**src/rtl/branch_resolve_unit.sv**
```systemverilog
// branch_resolve_unit: holds the ALU status register ({N,V,Z}) and resolves
// conditional branches into a next-PC value plus a one-cycle PC-load strobe,
// using a request/done handshake with the datapath controller.
// Optional feature macro: BRU_LINK_EN (adds BL and link_we/link_val outputs).
//
// state  | meaning
// -------+--------------------------------------------------------------
// IDLE   | waiting for br_req; operands and flags captured on acceptance
// EVAL   | condition and next PC computed from captured operands
// COMMIT | pc_load/br_done/taken asserted for this single cycle
module branch_resolve_unit #(
   parameter int PC_WIDTH   = 9,
   parameter int DATA_WIDTH = 16
) (
   input  logic                  clk,
   input  logic                  reset,
   input  logic                  load_s,
   input  logic [2:0]            status_in,
   input  logic                  br_req,
   input  logic [2:0]            br_cond,
   input  logic [PC_WIDTH-1:0]   pc_in,
   input  logic [DATA_WIDTH-1:0] sximm8,
   output logic [2:0]            status_out,
   output logic [PC_WIDTH-1:0]   pc_out,
   output logic                  pc_load,
   output logic                  taken,
   output logic                  busy,
`ifdef BRU_LINK_EN
   output logic                  link_we,
   output logic [PC_WIDTH-1:0]   link_val,
`endif
   output logic                  br_done
);

   typedef enum logic [1:0] {
      IDLE   = 2'd0,
      EVAL   = 2'd1,
      COMMIT = 2'd2
   } state_t;

   localparam logic [2:0] COND_B   = 3'b000;
   localparam logic [2:0] COND_BEQ = 3'b001;
   localparam logic [2:0] COND_BNE = 3'b010;
   localparam logic [2:0] COND_BLT = 3'b011;
   localparam logic [2:0] COND_BLE = 3'b100;
`ifdef BRU_LINK_EN
   localparam logic [2:0] COND_BL  = 3'b101;
`endif

   state_t              state_q, state_d;
   logic [2:0]          status_q, status_d;
   logic [2:0]          flags_q, flags_d;
   logic [2:0]          cond_q, cond_d;
   logic [PC_WIDTH-1:0] pc_q, pc_d;
   logic [PC_WIDTH-1:0] off_q, off_d;
   logic [PC_WIDTH-1:0] pc_out_q, pc_out_d;
   logic                pc_load_q, pc_load_d;
   logic                taken_q, taken_d;
`ifdef BRU_LINK_EN
   logic                link_we_q, link_we_d;
   logic [PC_WIDTH-1:0] link_val_q, link_val_d;
`endif

   logic                cond_true;
   logic [PC_WIDTH-1:0] pc_plus1;

   // Only the low PC_WIDTH offset bits matter; the rest are sign copies.
   logic                unused_sximm8_hi;
   assign unused_sximm8_hi = ^sximm8[DATA_WIDTH-1:PC_WIDTH];

   // Condition decode from the flags captured when the branch was accepted.
   always_comb begin
      cond_true = 1'b0;
      case (cond_q)
         COND_B:   cond_true = 1'b1;
         COND_BEQ: cond_true = flags_q[0];
         COND_BNE: cond_true = ~flags_q[0];
         COND_BLT: cond_true = flags_q[2] ^ flags_q[1];
         COND_BLE: cond_true = (flags_q[2] ^ flags_q[1]) | flags_q[0];
`ifdef BRU_LINK_EN
         COND_BL:  cond_true = 1'b1;
`endif
         default:  cond_true = 1'b0;
      endcase
   end

   assign pc_plus1 = pc_q + PC_WIDTH'(1);

   // Next-state, operand capture and registered output values.
   always_comb begin
      state_d    = state_q;
      status_d   = status_q;
      flags_d    = flags_q;
      cond_d     = cond_q;
      pc_d       = pc_q;
      off_d      = off_q;
      pc_out_d   = pc_out_q;
      pc_load_d  = 1'b0;
      taken_d    = 1'b0;
`ifdef BRU_LINK_EN
      link_we_d  = 1'b0;
      link_val_d = link_val_q;
`endif

      if (load_s)
         status_d = status_in;

      case (state_q)
         IDLE: begin
            if (br_req) begin
               // Flags are the register contents before any same-edge load.
               flags_d = status_q;
               cond_d  = br_cond;
               pc_d    = pc_in;
               off_d   = sximm8[PC_WIDTH-1:0];
               state_d = EVAL;
            end
         end
         EVAL: begin
            pc_load_d = 1'b1;
            taken_d   = cond_true;
            pc_out_d  = cond_true ? (pc_plus1 + off_q) : pc_plus1;
`ifdef BRU_LINK_EN
            link_we_d  = (cond_q == COND_BL);
            link_val_d = (cond_q == COND_BL) ? pc_plus1 : link_val_q;
`endif
            state_d   = COMMIT;
         end
         COMMIT: begin
            state_d = IDLE;
         end
         default: begin
            state_d = IDLE;
         end
      endcase
   end

   // State and datapath registers with synchronous reset.
   always_ff @(posedge clk) begin
      if (reset) begin
         state_q    <= IDLE;
         status_q   <= 3'b000;
         flags_q    <= 3'b000;
         cond_q     <= 3'b000;
         pc_q       <= '0;
         off_q      <= '0;
         pc_out_q   <= '0;
         pc_load_q  <= 1'b0;
         taken_q    <= 1'b0;
`ifdef BRU_LINK_EN
         link_we_q  <= 1'b0;
         link_val_q <= '0;
`endif
      end else begin
         state_q    <= state_d;
         status_q   <= status_d;
         flags_q    <= flags_d;
         cond_q     <= cond_d;
         pc_q       <= pc_d;
         off_q      <= off_d;
         pc_out_q   <= pc_out_d;
         pc_load_q  <= pc_load_d;
         taken_q    <= taken_d;
`ifdef BRU_LINK_EN
         link_we_q  <= link_we_d;
         link_val_q <= link_val_d;
`endif
      end
   end

   assign status_out = status_q;
   assign pc_out     = pc_out_q;
   assign pc_load    = pc_load_q;
   assign br_done    = pc_load_q;
   assign taken      = taken_q;
   assign busy       = (state_q != IDLE);
`ifdef BRU_LINK_EN
   assign link_we    = link_we_q;
   assign link_val   = link_val_q;
`endif

endmodule

```
**config.mk**
```make
export PLATFORM = sky130hd
export DESIGN_NAME = branch_resolve_unit
export DESIGN_NICKNAME = d
export VERILOG_FILES = /design/src/rtl/branch_resolve_unit.sv
export SDC_FILE = /design/constraint.sdc
export NUM_CORES = 1
export LEC_CHECK = 0
export CAP_MARGIN = 10
export CORE_MARGIN = 1
export CORE_UTILIZATION = 45
export DETAILED_ROUTE_END_ITERATION = 10
export PLACE_DENSITY_LB_ADDON = 0.25
export RECOVER_POWER = 25
export SLEW_MARGIN = 20
export SYNTH_ARGS = -nofsm -noshare
export SYNTH_HDL_FRONTEND = slang
export SYNTH_SLANG_ARGS = --single-unit
export TNS_END_PERCENT = 100
```
**constraint.sdc**
```tcl
create_clock -name clk -period 2.65 [get_ports clk]
set_clock_uncertainty 0.15 [all_clocks]
set_input_delay 0.3975 -clock clk [delete_from_list [all_inputs] [get_ports clk]]
set_output_delay 0.3975 -clock clk [all_outputs]
set_load 0.02 [all_outputs]
```
==> results of run 1 <==
==> through the flow <==
stage	setup slack (ps)	cells
after detailed placement	193	341
after global placement	223	341
after floorplan	402	253
final	151	349
after CTS	183	349
after global routing	8.70	349
==> flip-flops by register name (all words and copies together), names as in the netlist <==
| register | count |
|---|---|
| off_q | 9 |
| pc_out | 9 |
| pc_q | 9 |
| cond_q | 3 |
| flags_q | 3 |
| status_out | 3 |
| state_q | 2 |
| br_done | 1 |
| taken | 1 |
==> cell type report <==
class / instances / share of cell area [%]
repair buffers: 48 / 17.4
clock buffers: 5 / 2.59
multi-input cells: 193 / 44.5
clock inverters: 3 / 1.79
inverters: 8 / 1.13
flip-flops and latches: 40 / 30.2
well taps: 52 / 2.45
==> cells by family (layout without fill, tap and decap cells) <==
logic type / Yosys count / count (layout)
simple gates: 101 / 101
compound gates: 63 / 63
flops: 40 / 40
buf+inv: 20 / 64
fa+ha+maj: 11 / 11
xor+xnor: 10 / 10
mux: 8 / 8
==> report_power, final <==
part	internal (W)	leakage, nW	switching [W]
combinational	0.000140	0.699	0.000153
clock	0.000283	0.0583	0.000221
sequential	0.000637	0.328	0.0000251
total	0.00106	1.09	0.000399
==> routing by layer <==
layer  vias up  global-route usage (%)  part of all wire (%)
li1        965                       -                     -
met1       831                    24.4                    50
met2        42                    29.7                    45
met3         5                    4.36                   3.7
met4         0                    6.00                   1.3
met5         -                       0                     0
==> how the worst max path moves through the flow <==
stage                        from   endpoint
after detailed placement  pc_q[2]  pc_out[7]
after global placement    pc_q[2]  pc_out[7]
after global routing      pc_q[0]  pc_out[8]
after CTS                 pc_q[2]  pc_out[7]
final                     pc_q[2]  pc_out[7]
after floorplan           pc_q[0]  pc_out[8]
==> worst max-delay path, cell delays in order, from the launching register on <==
cell and delay [ps]:
dfxtp_1 380, and2_1 230, nand2_1 80, xnor2_1 170, ha_1 420, nand2_1 110
or3_1 420, nand4b_1 110, nor3b_1 230, o31ai_1 90
==> synthesized netlist by cell type (2+ instances only) <==
cell type,instances
nand3b_1,2
o21ai_0,3
a21oi_1,34
nand2b_1,5
xnor2_1,8
nand2_1,58
nor3_1,2
o211ai_1,3
inv_1,8
clkbuf_1,9
nor2_1,17
xor2_1,2
a211oi_1,6
nand4_1,3
a2bb2oi_1,2
nand3_1,2
a21o_1,3
ha_1,10
and2_1,2
dfxtp_1,40
mux2i_1,6
a31oi_1,2
and3_1,2
nor3b_1,2
==> run summary, run 1 <==
YS warnings: 0
First-pass GRT wire length: 7250 µm
Vias: 1,843
Dpl hpwl: 3080 µm
Hold Vio Cnt, Final: 0
Root Driver: clkbuf_8
Hold buffer count at cts: 0
Fin area: 0.00265 mm²
Crit Path Max Fanout: 7
Cell Area, Placed: 0.00254 mm²
EDFF count, synth: 0
Min Tclk post-route: 2500 ps
Slew margin rel.: -2.65%
Setup CP Type: reg2reg
Placer Congestion: 0.824
Initial detailed-routing violation count: 74
Leak pwr: 1.09 nW
CTS Buf Count: 5
RSZ-0062 raised after global routing: false
Max clock buf depth: 2
CTS tree: built
Cts repair resizes: 0
Drt first pass iters: 6
CTS clock-pin slew for the worst setup and hold paths: 80 ps
Hold WC Path Type: reg2reg
Status: finished with violations
Reg-to-reg slack, setup: 150 ps
RR Startpoint: pc_q[2]
Share of layout cells above drive strength 1: 6.06%
Syn nets: 299
Commonest non-fill, non-tap cell in the layout: nand2_1
Max-Cap Viols: 1
PwrDens: 550 mW/mm²
Hold Startpoint: off_q[4]
Core Region: 0.00438 mm²
Initial Utilization: 47.1%
Final slew viol count: 36
Synth Instances: 253
Most frequent cells in the layout: nand2_1 (58), dfxtp_1 (40), clkdlybuf4s50_1 (36)
Clk sinks: 40
Initial antenna violation count: 0
Setup TNS: 0 ps
Final core utilization: 60.5%
Compound-gate portion of the synthesized area: 19.8%
WL final: 4210 µm
Adder-Cell Fraction of Synth Area: 7.03%
Worst setup SP type: flop
Yosys top cell by area: dfxtp_1
WP data arrival: 2530 ps
Simple logic cell fraction of the synthesized area: 21.8%
Slew @ Worst Pin: 1540 ps
DRC violations left: 0
Worst Hold End: off_q[4]
F_max: 400 MHz
Vias per cell: 5.28
# port buffers: 43
Final antenna-violating net count: 0
Post-CTS Setup Bufs: 0
Ys async rst share: 0%
Site Rows: 24
Multiplexer share of the synthesized area: 4.18%
# IOs: 51
Final period util: 94.3%
Worst setup EP type: flop
Largest net degree at the start of global routing: 36
H-tree depth: 2
Peak VDD IR: 0.277 mV
Reg2reg path depth: 9
FF+latch area: 801 µm²
Library cells used by synthesis: 46
# nets final: 342
Later-pin clock latency in the skew report: 300 ps
Filler Cell Count: 418
Post-synthesis register bit count: 40
Area of the multi-input gates: 0.00118 mm²
Post-synthesis xor/xnor area fraction: 4.24%
Mean Syn Cell Area: 8.16 µm²
Die Height: 69.7 µm
Failing checks: max-capacitance violations, max-slew violations
Setup violators final: 0
Die area: 0.00486 mm²
Synth Flop Type: dfxtp_1
Vias in the first global route: 1,660
Post-synth top area share: 38.8%
Area grow syn2layout: 28.5%
Hold WS: 313 ps
Post-synthesis sequential area ratio: 38.8%
Synthesized area: 0.00206 mm²
Ant. Diodes: 0
FF-to-FF End: pc_out[7]
Synth area leaders: dfxtp_1 (39%), nand2_1 (11%), a21oi_1 (8.2%)
Routed wire length per instance: 12.1 µm
Total GRT Usage: 18.5%
Hold Path Stages: 2
PnR Total Power: 0.00146 W
Largest family of logic cells by synthesized area: simple AND/OR/NAND/NOR gates
Worst EP required: 2680 ps
GRT Residual Overflow: 0
Chip Width: 69.7 µm
Power figures use the tool's default switching activity.
==> inputs of run 2 (changes only) <==
--- a/constraint.sdc
+++ b/constraint.sdc
@@ -3,3 +3,3 @@
 set_input_delay 0.3975 -clock clk [delete_from_list [all_inputs] [get_ports clk]]
 set_output_delay 0.3975 -clock clk [all_outputs]
-set_load 0.02 [all_outputs]
+set_load 0.05 [all_outputs]
==> run 2 against run 1 <==
The flow still finishes with violations (max-capacitance violations, max-slew violations); final cell count unchanged; count of clock-buffer cells in the layout unchanged; global-route usage unchanged; via count decreased by 0.16%; die area unchanged; sequential share of layout area unchanged; combinational power increased by 13%; wire length about the same; critical path type unchanged; non-clock buffer count unchanged; worst hold slack unchanged; first-iteration DRC count unchanged; flip-flop and latch count unchanged.
==> run summary, run 2 (synthesis results as in run 1) <==
Placer Congestion: 0.824
Vias: 1,840
Setup violators final: 0
Hold Vio Cnt, Final: 0
WP data arrival: 2530 ps
Failing checks: max-capacitance violations, max-slew violations
Vias per cell: 5.27
Final period util: 94.3%
Share of layout cells above drive strength 1: 6.06%
Max-Cap Viols: 1
Clk sinks: 40
Later-pin clock latency in the skew report: 300 ps
DRC violations left: 0
Hold WC Path Type: reg2reg
RSZ-0062 raised after global routing: false
Initial antenna violation count: 0
Core Region: 0.00438 mm²
Setup TNS: 0 ps
Min Tclk post-route: 2500 ps
Worst EP required: 2680 ps
F_max: 400 MHz
Initial Utilization: 47.1%
# nets final: 342
Cell Area, Placed: 0.00254 mm²
Final core utilization: 60.5%
Final Instance Count excl. Fillers: 349
Slew @ Worst Pin: 1540 ps
Die area: 0.00486 mm²
Initial detailed-routing violation count: 74
Setup CP Type: reg2reg
DP Cell Count: 341
CTS tree: built
Leak pwr: 1.07 nW
Chip Width: 69.7 µm
Area grow syn2layout: 28.5%
Worst setup SP type: flop
Ant. Diodes: 0
Final slew viol count: 36
Filler Cell Count: 418
# port buffers: 43
Drt first pass iters: 6
Dpl hpwl: 3080 µm
Root Driver: clkbuf_8
Fin area: 0.00265 mm²
Largest net degree at the start of global routing: 36
First-pass GRT wire length: 7250 µm
Routed wire length per instance: 12.1 µm
PwrDens: 564 mW/mm²
WL final: 4210 µm
Peak VDD IR: 0.286 mV
Commonest non-fill, non-tap cell in the layout: nand2_1
Most frequent cells in the layout: nand2_1 (58), clkdlybuf4s50_1 (42), dfxtp_1 (40)
Max clock buf depth: 2
Worst setup EP type: flop
Status: finished with violations
Site Rows: 24
GRT Residual Overflow: 0
Die Height: 69.7 µm
Slew margin rel.: -2.65%
CTS Buf Count: 5
Total GRT Usage: 18.5%
Crit Path Max Fanout: 7
# IOs: 51
Vias in the first global route: 1,660
H-tree depth: 2
CTS clock-pin slew for the worst setup and hold paths: 80 ps
Final antenna-violating net count: 0
## run 2: layer usage
metal  up-vias  global-route usage (%)  wire [µm]
met1       831                    24.4       2120
met5         -                       0          0
li1        962                       -          -
met3         5                    4.36        157
met4         0                    6.00         56
met2        42                    29.7       1880
## run 2: area by class of cell
| class | instances | area (µm²) | share of cell area, % |
|---|---|---|---|
| Multi-Input combinational cell | 193 | 1180 | 44.5 |
| Sequential cell | 40 | 801 | 30.2 |
| Timing Repair Buffer | 48 | 460 | 17.4 |
| Clock buffer | 5 | 68.8 | 2.59 |
| Tap cell | 52 | 65.1 | 2.45 |
| Clock inverter | 3 | 47.5 | 1.79 |
| Inverter | 8 | 30.0 | 1.13 |
## run 2: repair_timing
item,4_1_cts,5_1_grt
buffers inserted,0,0
gates resized for setup,0,1
endpoints found under the setup margin,0,1
hold buffers,0,0
## run 2: power breakdown
group          switching, W  total [W]  leakage, nW  internal (W)
Clock              0.000221   0.000504       0.0583      0.000283
Sequential        0.0000254   0.000662        0.328      0.000637
Combinational      0.000187   0.000329        0.682      0.000142
Total              0.000433    0.00150         1.07       0.00106
## run 2: path summary, 6_finish.rpt
kind / cells after the start / slack [ps] / endpoint / startpoint
max: 9 / 150 / pc_out[7] / pc_q[2]
min: 2 / 310 / off_q[4] / off_q[4]
max reg2reg: 9 / 150 / pc_out[7] / pc_q[2]
min reg2reg: 2 / 310 / off_q[4] / off_q[4]
## run 2: critical path, stage by stage (launching register included)
cell and delay [ps]:
dfxtp_1 380, and2_1 230, nand2_1 80, xnor2_1 170
ha_1 420, nand2_1 110, or3_1 420, nand4b_1 110
nor3b_1 230, o31ai_1 90
## run 2: metrics by stage
| step | hold WS, ps | worst slack [ps] | power, W |
|---|---|---|---|
| after CTS | 315 | 183 | 0.00151 |
| after floorplan | 290 | 402 | 0.000897 |
| after detailed placement | 304 | 193 | 0.00101 |
| after global placement | 299 | 223 | 0.000999 |
| final | 313 | 151 | 0.00150 |
| after global routing | 333 | 8.70 | 0.00157 |
